===== src/rtl/mem_port_arbiter_if.sv =====
// Bus bundle between the fetch/LSU requesters, the memory array and mem_port_arbiter.
// Signal names keep the legacy port names so existing connections map one-to-one.
interface mem_port_arbiter_if #(
  parameter int unsigned ADDR_W = 12
);
  logic              if_req_i;
  logic [31:0]       if_addr_i;
  logic              if_gnt_o;
  logic              if_rvalid_o;
  logic [31:0]       if_rdata_o;

  logic              d_req_i;
  logic              d_we_i;
  logic [1:0]        d_size_i;
  logic              d_unsigned_i;
  logic [31:0]       d_addr_i;
  logic [31:0]       d_wdata_i;
  logic              d_gnt_o;
  logic              d_rvalid_o;
  logic [31:0]       d_rdata_o;
  logic              d_err_o;

  logic              mem_req_o;
  logic              mem_we_o;
  logic [3:0]        mem_be_o;
  logic [ADDR_W-1:0] mem_addr_o;
  logic [31:0]       mem_wdata_o;
  logic [31:0]       mem_rdata_i;

  // Arbiter side
  modport slave (
    input  if_req_i, if_addr_i,
    output if_gnt_o, if_rvalid_o, if_rdata_o,
    input  d_req_i, d_we_i, d_size_i, d_unsigned_i, d_addr_i, d_wdata_i,
    output d_gnt_o, d_rvalid_o, d_rdata_o, d_err_o,
    output mem_req_o, mem_we_o, mem_be_o, mem_addr_o, mem_wdata_o,
    input  mem_rdata_i
  );

  // Core requesters plus memory array side
  modport master (
    output if_req_i, if_addr_i,
    input  if_gnt_o, if_rvalid_o, if_rdata_o,
    output d_req_i, d_we_i, d_size_i, d_unsigned_i, d_addr_i, d_wdata_i,
    input  d_gnt_o, d_rvalid_o, d_rdata_o, d_err_o,
    input  mem_req_o, mem_we_o, mem_be_o, mem_addr_o, mem_wdata_o,
    output mem_rdata_i
  );
endinterface


===== src/rtl/mem_port_arbiter.sv =====
// Single-port memory arbiter: data-priority with a fetch anti-starvation guard,
// byte-lane steering for stores and extract/extend for loads (1-cycle read latency).
module mem_port_arbiter #(
  parameter int unsigned ADDR_W       = 12,
  parameter int unsigned MAX_DATA_RUN = 4
) (
  input  logic               clk_i,
  input  logic               rst_ni,
  mem_port_arbiter_if.slave  bus
);

  localparam logic [1:0] OWN_NONE = 2'd0;
  localparam logic [1:0] OWN_IF   = 2'd1;
  localparam logic [1:0] OWN_DATA = 2'd2;

  localparam logic [3:0] RUN_MAX = 4'(MAX_DATA_RUN);

  logic [3:0]  r_run;
  logic [1:0]  r_owner;
  logic [1:0]  r_size;
  logic        r_uns;
  logic [1:0]  r_off;
  logic        r_err;
  logic        r_we;

  logic        w_fetch_turn;
  logic        w_d_gnt;
  logic        w_if_gnt;
  logic [1:0]  w_off;
  logic        w_mis;
  logic        w_d_mem;
  logic        w_mem_we;
  logic [3:0]  w_be_st;
  logic [31:0] w_wdata_st;
  logic [7:0]  w_ld_byte;
  logic [15:0] w_ld_half;
  logic [31:0] w_ld_data;
  logic        w_unused;

  // ---------------------------------------------------------------- arbitration
  assign w_fetch_turn = bus.if_req_i && (r_run == RUN_MAX);
  assign w_d_gnt      = rst_ni && bus.d_req_i && !w_fetch_turn;
  assign w_if_gnt     = rst_ni && bus.if_req_i && !w_d_gnt;

  assign bus.d_gnt_o  = w_d_gnt;
  assign bus.if_gnt_o = w_if_gnt;

  // Run length of data grants that a waiting fetch has had to sit through
  always_ff @(posedge clk_i or negedge rst_ni) begin
    if (!rst_ni) begin
      r_run <= '0;
    end else if (!bus.if_req_i || w_if_gnt) begin
      r_run <= '0;
    end else if (w_d_gnt && (r_run != RUN_MAX)) begin
      r_run <= r_run + 4'd1;
    end
  end

  // ---------------------------------------------------------------- request decode
  assign w_off = bus.d_addr_i[1:0];

  always_comb begin
    w_mis = 1'b0;
    case (bus.d_size_i)
      2'b00:   w_mis = 1'b0;
      2'b01:   w_mis = w_off[0];
      2'b10:   w_mis = (w_off != 2'b00);
      default: w_mis = 1'b1;
    endcase
  end

  always_comb begin
    w_be_st    = 4'b1111;
    w_wdata_st = bus.d_wdata_i;
    case (bus.d_size_i)
      2'b00: begin
        w_be_st    = 4'b0001 << w_off;
        w_wdata_st = {4{bus.d_wdata_i[7:0]}};
      end
      2'b01: begin
        w_be_st    = 4'b0011 << w_off;
        w_wdata_st = {2{bus.d_wdata_i[15:0]}};
      end
      default: begin
        w_be_st    = 4'b1111;
        w_wdata_st = bus.d_wdata_i;
      end
    endcase
  end

  // ---------------------------------------------------------------- memory side
  assign w_d_mem  = w_d_gnt && !w_mis;
  assign w_mem_we = w_d_mem && bus.d_we_i;

  assign bus.mem_req_o   = w_if_gnt || w_d_mem;
  assign bus.mem_we_o    = w_mem_we;
  assign bus.mem_be_o    = w_mem_we ? w_be_st : 4'b1111;
  assign bus.mem_addr_o  = w_d_gnt ? bus.d_addr_i[ADDR_W+1:2] : bus.if_addr_i[ADDR_W+1:2];
  assign bus.mem_wdata_o = w_mem_we ? w_wdata_st : '0;

  // ---------------------------------------------------------------- response stage
  always_ff @(posedge clk_i or negedge rst_ni) begin
    if (!rst_ni) begin
      r_owner <= OWN_NONE;
      r_size  <= '0;
      r_uns   <= 1'b0;
      r_off   <= '0;
      r_err   <= 1'b0;
      r_we    <= 1'b0;
    end else if (w_if_gnt) begin
      r_owner <= OWN_IF;
      r_size  <= 2'b10;
      r_uns   <= 1'b0;
      r_off   <= '0;
      r_err   <= 1'b0;
      r_we    <= 1'b0;
    end else if (w_d_gnt) begin
      r_owner <= OWN_DATA;
      r_size  <= bus.d_size_i;
      r_uns   <= bus.d_unsigned_i;
      r_off   <= w_off;
      r_err   <= w_mis;
      r_we    <= bus.d_we_i;
    end else begin
      r_owner <= OWN_NONE;
      r_err   <= 1'b0;
      r_we    <= 1'b0;
    end
  end

  always_comb begin
    w_ld_byte = bus.mem_rdata_i[7:0];
    case (r_off)
      2'd0:    w_ld_byte = bus.mem_rdata_i[7:0];
      2'd1:    w_ld_byte = bus.mem_rdata_i[15:8];
      2'd2:    w_ld_byte = bus.mem_rdata_i[23:16];
      default: w_ld_byte = bus.mem_rdata_i[31:24];
    endcase
    w_ld_half = r_off[1] ? bus.mem_rdata_i[31:16] : bus.mem_rdata_i[15:0];

    w_ld_data = bus.mem_rdata_i;
    case (r_size)
      2'b00:   w_ld_data = r_uns ? {24'h0, w_ld_byte} : {{24{w_ld_byte[7]}}, w_ld_byte};
      2'b01:   w_ld_data = r_uns ? {16'h0, w_ld_half} : {{16{w_ld_half[15]}}, w_ld_half};
      default: w_ld_data = bus.mem_rdata_i;
    endcase
  end

  assign bus.if_rvalid_o = (r_owner == OWN_IF);
  assign bus.if_rdata_o  = (r_owner == OWN_IF) ? bus.mem_rdata_i : '0;
  assign bus.d_rvalid_o  = (r_owner == OWN_DATA);
  assign bus.d_err_o     = (r_owner == OWN_DATA) && r_err;
  assign bus.d_rdata_o   = ((r_owner == OWN_DATA) && !r_err && !r_we) ? w_ld_data : '0;

  assign w_unused = ^{bus.if_addr_i[31:ADDR_W+2], bus.if_addr_i[1:0], bus.d_addr_i[31:ADDR_W+2]};

endmodule


===== src/flat_wrapper.sv =====
// flat-port wrapper written by rule: the top's interface ports become plain ports
module mem_port_arbiter_flat 
#(
  parameter int unsigned ADDR_W       = 12,
  parameter int unsigned MAX_DATA_RUN = 4
)
  (clk_i, rst_ni, bus_if_req_i, bus_if_addr_i, bus_if_gnt_o, bus_if_rvalid_o, bus_if_rdata_o, bus_d_req_i, bus_d_we_i, bus_d_size_i, bus_d_unsigned_i, bus_d_addr_i, bus_d_wdata_i, bus_d_gnt_o, bus_d_rvalid_o, bus_d_rdata_o, bus_d_err_o, bus_mem_req_o, bus_mem_we_o, bus_mem_be_o, bus_mem_addr_o, bus_mem_wdata_o, bus_mem_rdata_i);
  mem_port_arbiter_if #(.ADDR_W(ADDR_W)) bus_i ();
  input  logic clk_i;
  input  logic rst_ni;
  input wire logic [$bits(bus_i.if_req_i)-1:0] bus_if_req_i;
  input wire logic [$bits(bus_i.if_addr_i)-1:0] bus_if_addr_i;
  output wire logic [$bits(bus_i.if_gnt_o)-1:0] bus_if_gnt_o;
  output wire logic [$bits(bus_i.if_rvalid_o)-1:0] bus_if_rvalid_o;
  output wire logic [$bits(bus_i.if_rdata_o)-1:0] bus_if_rdata_o;
  input wire logic [$bits(bus_i.d_req_i)-1:0] bus_d_req_i;
  input wire logic [$bits(bus_i.d_we_i)-1:0] bus_d_we_i;
  input wire logic [$bits(bus_i.d_size_i)-1:0] bus_d_size_i;
  input wire logic [$bits(bus_i.d_unsigned_i)-1:0] bus_d_unsigned_i;
  input wire logic [$bits(bus_i.d_addr_i)-1:0] bus_d_addr_i;
  input wire logic [$bits(bus_i.d_wdata_i)-1:0] bus_d_wdata_i;
  output wire logic [$bits(bus_i.d_gnt_o)-1:0] bus_d_gnt_o;
  output wire logic [$bits(bus_i.d_rvalid_o)-1:0] bus_d_rvalid_o;
  output wire logic [$bits(bus_i.d_rdata_o)-1:0] bus_d_rdata_o;
  output wire logic [$bits(bus_i.d_err_o)-1:0] bus_d_err_o;
  output wire logic [$bits(bus_i.mem_req_o)-1:0] bus_mem_req_o;
  output wire logic [$bits(bus_i.mem_we_o)-1:0] bus_mem_we_o;
  output wire logic [$bits(bus_i.mem_be_o)-1:0] bus_mem_be_o;
  output wire logic [$bits(bus_i.mem_addr_o)-1:0] bus_mem_addr_o;
  output wire logic [$bits(bus_i.mem_wdata_o)-1:0] bus_mem_wdata_o;
  input wire logic [$bits(bus_i.mem_rdata_i)-1:0] bus_mem_rdata_i;
  assign bus_i.if_req_i = bus_if_req_i;
  assign bus_i.if_addr_i = bus_if_addr_i;
  assign bus_if_gnt_o = bus_i.if_gnt_o;
  assign bus_if_rvalid_o = bus_i.if_rvalid_o;
  assign bus_if_rdata_o = bus_i.if_rdata_o;
  assign bus_i.d_req_i = bus_d_req_i;
  assign bus_i.d_we_i = bus_d_we_i;
  assign bus_i.d_size_i = bus_d_size_i;
  assign bus_i.d_unsigned_i = bus_d_unsigned_i;
  assign bus_i.d_addr_i = bus_d_addr_i;
  assign bus_i.d_wdata_i = bus_d_wdata_i;
  assign bus_d_gnt_o = bus_i.d_gnt_o;
  assign bus_d_rvalid_o = bus_i.d_rvalid_o;
  assign bus_d_rdata_o = bus_i.d_rdata_o;
  assign bus_d_err_o = bus_i.d_err_o;
  assign bus_mem_req_o = bus_i.mem_req_o;
  assign bus_mem_we_o = bus_i.mem_we_o;
  assign bus_mem_be_o = bus_i.mem_be_o;
  assign bus_mem_addr_o = bus_i.mem_addr_o;
  assign bus_mem_wdata_o = bus_i.mem_wdata_o;
  assign bus_i.mem_rdata_i = bus_mem_rdata_i;
  mem_port_arbiter #(.ADDR_W(ADDR_W), .MAX_DATA_RUN(MAX_DATA_RUN)) u_core (.clk_i(clk_i), .rst_ni(rst_ni), .bus(bus_i));
endmodule

===== config.mk =====
export PLATFORM = sky130hd
export DESIGN_NAME = mem_port_arbiter_flat
export DESIGN_NICKNAME = d
export VERILOG_FILES = /design/src/rtl/mem_port_arbiter_if.sv /design/src/rtl/mem_port_arbiter.sv /design/src/flat_wrapper.sv
export SDC_FILE = /design/constraint.sdc
export NUM_CORES = 1
export LEC_CHECK = 0
export CAP_MARGIN = 15
export CORE_AREA = 2 2 100 102
export CTS_CLUSTER_DIAMETER = 30
export DETAILED_ROUTE_END_ITERATION = 8
export DIE_AREA = 0 0 102 104
export HOLD_SLACK_MARGIN = 0.03
export PLACE_DENSITY = 0.78
export SYNTH_ARGS = -nofsm -noshare
export SYNTH_HDL_FRONTEND = slang
export SYNTH_SLANG_ARGS = --single-unit

===== constraint.sdc =====
create_clock -name clk_i -period 2 [get_ports clk_i]
set_input_delay 0.3 -clock clk_i [delete_from_list [all_inputs] [get_ports clk_i]]
set_output_delay 0.3 -clock clk_i [all_outputs]
set_load 0.01 [all_outputs]

; After elaboration in Yosys (flattened, before gate mapping)
; Cells that the tools add are included.
[classes]
n_lt_le_gt_ge = 0
bitwise_logic = 0
n_div = 0
add_sub_neg = 1
mul = 0
n_reduce_logical = 25
n_eq_ne = 9
shifts = 2
mux = 27
[ops]
columns = op, n
row1 = $mux 32, 5
row2 = $pmux 32 s2, 2
row3 = $pmux 8 s3, 1
row4 = $mux 16, 1
row5 = $mux 12, 1
row6 = $mux 2, 6
row7 = $mux 4, 3
row8 = $logic_and 1x1->1, 11
row9 = $eq 2x1->1 const B, 4
row10 = $pmux 4 s2, 1
row11 = $eq 2x2->1 const B, 3
row12 = $logic_not 1->1, 6
row13 = $logic_not 2->1, 3
row14 = $mux 1, 6
row15 = $reduce_bool 2->1, 3
row16 = $add 4x1->4 const B, 1
row17 = $eq 4x3->1 const B, 1
row18 = $ne 4x3->1 const B, 1
row19 = $shl 1x2->4 const A, 1
row20 = $shl 2x2->4 const A, 1
row21 = $pmux 1 s3, 1
row22 = $logic_or 1x1->1, 2
[totals]
word_cells = 71
register_bits = 13
in_bits = 136
latchBits = 0
mem_count = 0
romBits = 0
output_inout_bits = 119
ram_bits = 0

; Longest topological paths before layout
[depth]
word_depth = 8
mapped_depth = 9
ltp_nobuf = 8

; Worst setup path before layout
; OpenSTA, ideal clock, no wires.
[synth_path]
path_type = flip-flop to output port
start = register u_core.r_run[0]
end = output port bus_mem_wdata_o[12]
t_required_ns = 1.700
stages_incl_launch_ff = 9
t_arrival_ns = 1.566
path_slack_ns = 0.134
path_cell_list = dfrtp_1 inv_1 ha_1 nand4b_1 nand3_1 inv_1 nand3_1 buf_2 a21oi_1
[synth_between]
elab_chain_cells = 7
[synth_rtl]
columns = item, line
row1 = from (decl), mem_port_arbiter.sv:18  ; logic [3:0] r_run;
row2 = from (signal assigned), mem_port_arbiter.sv:55  ; r_run <= r_run + 4'd1;
row3 = $eq 4x3->1, mem_port_arbiter.sv:41  ; assign w_fetch_turn = bus.if_req_i && (r_run == RUN_MAX);
row4 = $logic_and 1x1->1, mem_port_arbiter.sv:41
row5 = $logic_not 1->1, mem_port_arbiter.sv:42  ; assign w_d_gnt = rst_ni && bus.d_req_i && !w_fetch_turn;
row6 = $logic_and 1x1->1, mem_port_arbiter.sv:42
row7 = $logic_and 1x1->1, mem_port_arbiter.sv:92  ; assign w_d_mem = w_d_gnt && !w_mis;
row8 = $logic_and 1x1->1, mem_port_arbiter.sv:93  ; assign w_mem_we = w_d_mem && bus.d_we_i;
row9 = $mux 32, mem_port_arbiter.sv:99  ; assign bus.mem_wdata_o = w_mem_we ? w_wdata_st : '0;
row10 = to (decl), flat_wrapper.sv:30  ; output wire logic [$bits(bus_i.mem_wdata_o)-1:0] bus_mem_wdata_o;
; No other way between the ends.

; Final worst setup path
[layout_path]
start = register u_core.r_off[0]
end = output port bus_d_rdata_o[23]
[layout_between]
elab_chain_cells = 5
word_cells_on_any_way = 7
[layout_rtl]
columns = item, line
row1 = from (decl), mem_port_arbiter.sv:22  ; logic [1:0] r_off;
row2 = from (signal assigned), mem_port_arbiter.sv:121  ; r_off <= w_off;
row3 = "$eq 2x2->1, or another cell as far along", mem_port_arbiter.sv:133  ; case (r_off)
row4 = $pmux 8 s3 (*), mem_port_arbiter.sv:133
row5 = $mux 32 (*), mem_port_arbiter.sv:143  ; 2'b00: w_ld_data = r_uns ? {24'h0, w_ld_byte} : {{24{w_ld_byte[7]}}, w_ld_byte};
row6 = $pmux 32 s2 (*), mem_port_arbiter.sv:142  ; case (r_size)
row7 = $mux 32 (*), mem_port_arbiter.sv:153  ; assign bus.d_rdata_o = ((r_owner == OWN_DATA) && !r_err && !r_we) ? w_ld_data : '0;
row8 = to (decl), flat_wrapper.sv:24  ; output wire logic [$bits(bus_i.d_rdata_o)-1:0] bus_d_rdata_o;
; Mark *: on every way between the ends. The rest lies on a longest branch, timed or not.

==> impl_results.md <==
- Antenna-violating nets left: 0
- Ordered list of cells on the worst path: mux2i_4 > nor4_2 > buf_4 > nor4b_4 > buf_6 > buf_12 > nor3_4 > buf_2
- Least-Margin Pin Slew: 0.419 ns
- Per-cell routed wire length: 17.6 um
- Post-synthesis to final-layout area growth: 151%
- Die boundary width: just over 100 um
- TritonCTS clock tree: built
- Violated checks: negative setup slack
- Leakage dissipation: ~2.9 nW
- Grt total ovfl: 0
- Ant diodes: 0
- Arr. time, crit path: between 1.5 and 2 ns
- Class of the worst hold path: in2async
- Ys flop type: sky130_fd_sc_hd__dfrtp_1
- Worst slew slack as a fraction of its limit: 0.718
- Power density normalized to cell area: about 300 nW/um^2
- Hold_ws: 0.452 ns
- Number of failing hold endpoints at the final stage: 0
- Cell taking the most area after synthesis: sky130_fd_sc_hd__dfrtp_1
- Total number of H-tree levels: 1
- DR vias: 4064
- Simple logic cell fraction of the synthesized area: 0.426
- Cells after synthesis: between 300 and 400
- Kind of cell adding the most delay to the critical path: buffers and inverters
- Global-route wire length before repair: about 21 mm
- Pin count of the biggest net entering global routing: 25
- Most frequent cell after synthesis: sky130_fd_sc_hd__nand2_1
- Synth warnings: 0
- Nets: between 800 and 900
- Delay of the slowest cell on the worst path: between 0.4 and 0.5 ns
- Number of buffers created by CTS: 3
- Number of max-slew violations in the final report: 0
- Adder and majority cell fraction of the synthesized area: 0.0104
- Syn nets: just under 500
- Total non-filler cell area in the finished layout: just over 6000 sq um
- CTS hold repair buffers: 0
- Gpl congestion: 0.920
- Number of global-route vias before repair: approximately 4200
- Clock root buffer master: sky130_fd_sc_hd__clkbuf_8
- Area contributors post-synth: sky130_fd_sc_hd__dfrtp_1 13%, sky130_fd_sc_hd__and2_1 12%, sky130_fd_sc_hd__mux2i_1 11%
- Fillers: ~760
- Buf+Inv Stages, Crit Path: 4
- Combinational family with the most area after synthesis: simple AND/OR/NAND/NOR gates
- Detailed-route wire length: 14.3 mm
- Ratio of routed vias to standard cells: ~5.0
- Commonest cells post-synth: 57 x sky130_fd_sc_hd__nand2_1, 56 x sky130_fd_sc_hd__nor2_1, 45 x sky130_fd_sc_hd__and2_1, 27 x sky130_fd_sc_hd__mux2i_1, 20 x sky130_fd_sc_hd__a21oi_1
- Number of flops mapped to enable cells by yosys: 0
- CTS clk-pin slew, worst paths: roughly 0.06 ns
- Fin crit period: about 2.3 ns
- CP max FO: 8
- Fraction of the yosys area taken by sequential cells: 0.135
- Maximum clock frequency: approximately 440 MHz
- Number of input and output port buffers inserted: between 200 and 250
- Sequential Power Share: 0.165
- Vertical die dimension: approximately 100 um
- Switching part of the total: 0.396
- Xor and xnor area share after synthesis: 0
- Post-synthesis mux area share: 0.170
- Dpl hpwl: 9.23 mm
- Type of origin of the critical path: flip-flop
- Final Core Density: 0.634
- Die Footprint: ~11000 sq um
- Portion of total power attributed to the clock network: 0.130
- Switching pwr: 0.730 mW
- Combined flip-flop and latch cell area: ~330 sq um
- Post-synthesis sequential element count: 13
- Worst vdd rail ir drop: between 0.15 and 0.2 mV
- Class of the most critical setup path: reg2out
- Initial core utilization: 0.253
- Max Clock Skew: 0.00537 ns
- Area of combinational cells with multiple inputs: ~2300 sq um
- Fin worst setup slack: -0.265 ns
- Skew-Pair Late Insertion Delay: 0.25 ns
- # Max-Cap Violations: 0
- Total GRT Usage: 0.246
- Setup repair after global routing missed its margin: yes
- Cell type of the slowest stage on the worst timing path: sky130_fd_sc_hd__dfrtp_2
- DRC violation total after the first TritonRoute iteration: between 150 and 200
- Share of the synthesized area in the top cell type: 0.135
- Result of the run: complete, but fails checks
- Final setup violation count: 97
- Unique cell type count in the Yosys netlist: 43
- Deepest clock path buffer count: 2
- Placeable core region: about 9500 sq um
- Area after DPL: roughly 5200 sq um
- Period utilization: 1.13
- # DRC: 0
- Synthesized area per cell: around 6.8 sq um
- Std cell rows: 36
- Synth Area in Compound Gates: 0.174
- Initial antenna violation count: 0
- Total clock sinks: 13
- Share of flip-flops with an asynchronous set or reset: 1.00
- Layout cells sized above 1: 0.530
- Number of detailed-route iterations in the first pass: 4
- Type of element capturing the critical path: output port
- Combinational power share: 0.704
- Number of top-level pins: between 200 and 300
- Cell internal pwr: roughly 1.1 mW
- Post-place setup slack: -0.632 ns
- Worst endpoint required time: around 1.7 ns
- Cell area after synthesis: around 2400 sq um
==> stage by stage <==
stage	setup TNS (ns)	instances	power (mW)
floorplan	0	356	0.727
global placement	-36.91	755	1.31
detailed placement	-40.86	755	1.33
CTS	-7.44	803	1.70
global route	-21.56	812	1.93
finish	-13.80	812	1.84
==> cell families after synthesis <==
family | count (synthesis)
adders and majority gates | 2
muxes | 37
and+or+nand+nor | 197
DFF | 13
buffers and inverters | 40
AOI/OAI and AO/OA | 67
==> layout make-up <==
type,count,area share
repair buffers,348,0.517
inverters,11,0.00806
well taps,133,0.0275
multi-input cells,303,0.386
clock buffers,4,0.00744
flip-flops and latches,13,0.0542
==> power groups by stage <==
| stage | logic [mW] | clock network (mW) | registers [mW] |
|---|---|---|---|
| finish | 1.30 | 0.241 | 0.305 |
| CTS | 1.17 | 0.230 | 0.301 |
| floorplan | 0.432 | 0 | 0.296 |
| detailed placement | 1.02 | 0 | 0.305 |
| global route | 1.37 | 0.255 | 0.306 |
| global placement | 1.01 | 0 | 0.304 |
==> registers in the layout (all words and copies together), names as in the netlist <==
| signal | cells |
|---|---|
| u_core.r_run | 4 |
| u_core.r_off | 2 |
| u_core.r_owner | 2 |
| u_core.r_size | 2 |
| u_core.r_err | 1 |
| u_core.r_uns | 1 |
| u_core.r_we | 1 |
==> metal layers <==
metal	vias up	GRT usage	share of wire
li1	1879	-	-
met1	1923	0.268	0.36
met2	210	0.456	0.53
met3	52	0.0484	0.071
met4	0	0.0981	0.036
met5	-	0	0
==> worst paths after layout <==
path	from	to	slack [ns]	cells past startpoint
worst max register to register	u_core.r_run[0]$_DFFE_PN0P_	u_core.r_run[3]$_DFFE_PN0P_	0.32	8
min in group clk_i	bus_d_unsigned_i	u_core.r_uns$_DFFE_PN0P_	0.60	3
worst min-delay path	rst_ni	u_core.r_run[2]$_DFFE_PN0P_	0.45	2
worst max-delay path	u_core.r_off[0]$_DFFE_PN0P_	bus_d_rdata_o[23]	-0.27	8
worst min register to register	u_core.r_uns$_DFFE_PN0P_	u_core.r_uns$_DFFE_PN0P_	0.67	2
max in group asynchronous	rst_ni	u_core.r_off[0]$_DFFE_PN0P_	1.34	2
==> repair_timing <==
action                                 in CTS  in global routing
setup endpoints to repair                 117                110
gates resized for setup                   527                150
cloned                                      7                  0
buffers inserted                           38                 17
endpoints found under the hold margin       0                  0
pin swaps                                  52                 29
==> placed cells by master, fill, tap and decap left out, types with 3 or more instances in the layout <==
cell type	Yosys	routed
sky130_fd_sc_hd__a21oi_1	20	11
sky130_fd_sc_hd__a21oi_2	0	8
sky130_fd_sc_hd__a31oi_1	7	7
sky130_fd_sc_hd__and2_1	45	25
sky130_fd_sc_hd__and2_4	0	20
sky130_fd_sc_hd__buf_12	0	7
sky130_fd_sc_hd__buf_16	0	3
sky130_fd_sc_hd__buf_2	11	60
sky130_fd_sc_hd__buf_4	0	78
sky130_fd_sc_hd__buf_6	5	79
sky130_fd_sc_hd__clkbuf_2	0	17
sky130_fd_sc_hd__clkbuf_8	0	3
sky130_fd_sc_hd__clkdlybuf4s50_1	0	93
sky130_fd_sc_hd__dfrtp_1	13	11
sky130_fd_sc_hd__dlygate4sd2_1	0	8
sky130_fd_sc_hd__inv_1	11	7
sky130_fd_sc_hd__mux2_2	8	8
sky130_fd_sc_hd__mux2i_1	27	26
sky130_fd_sc_hd__nand2_1	57	57
sky130_fd_sc_hd__nand3_1	9	7
sky130_fd_sc_hd__nor2_1	56	32
sky130_fd_sc_hd__nor2_2	0	7
sky130_fd_sc_hd__nor2_4	0	17
sky130_fd_sc_hd__nor3_2	10	16
sky130_fd_sc_hd__nor3_4	0	3
sky130_fd_sc_hd__o21ai_0	15	12
sky130_fd_sc_hd__o21ai_1	1	3
sky130_fd_sc_hd__o221ai_2	0	5
sky130_fd_sc_hd__o22ai_1	7	6
Note: power is estimated with default switching activity, not from simulation.
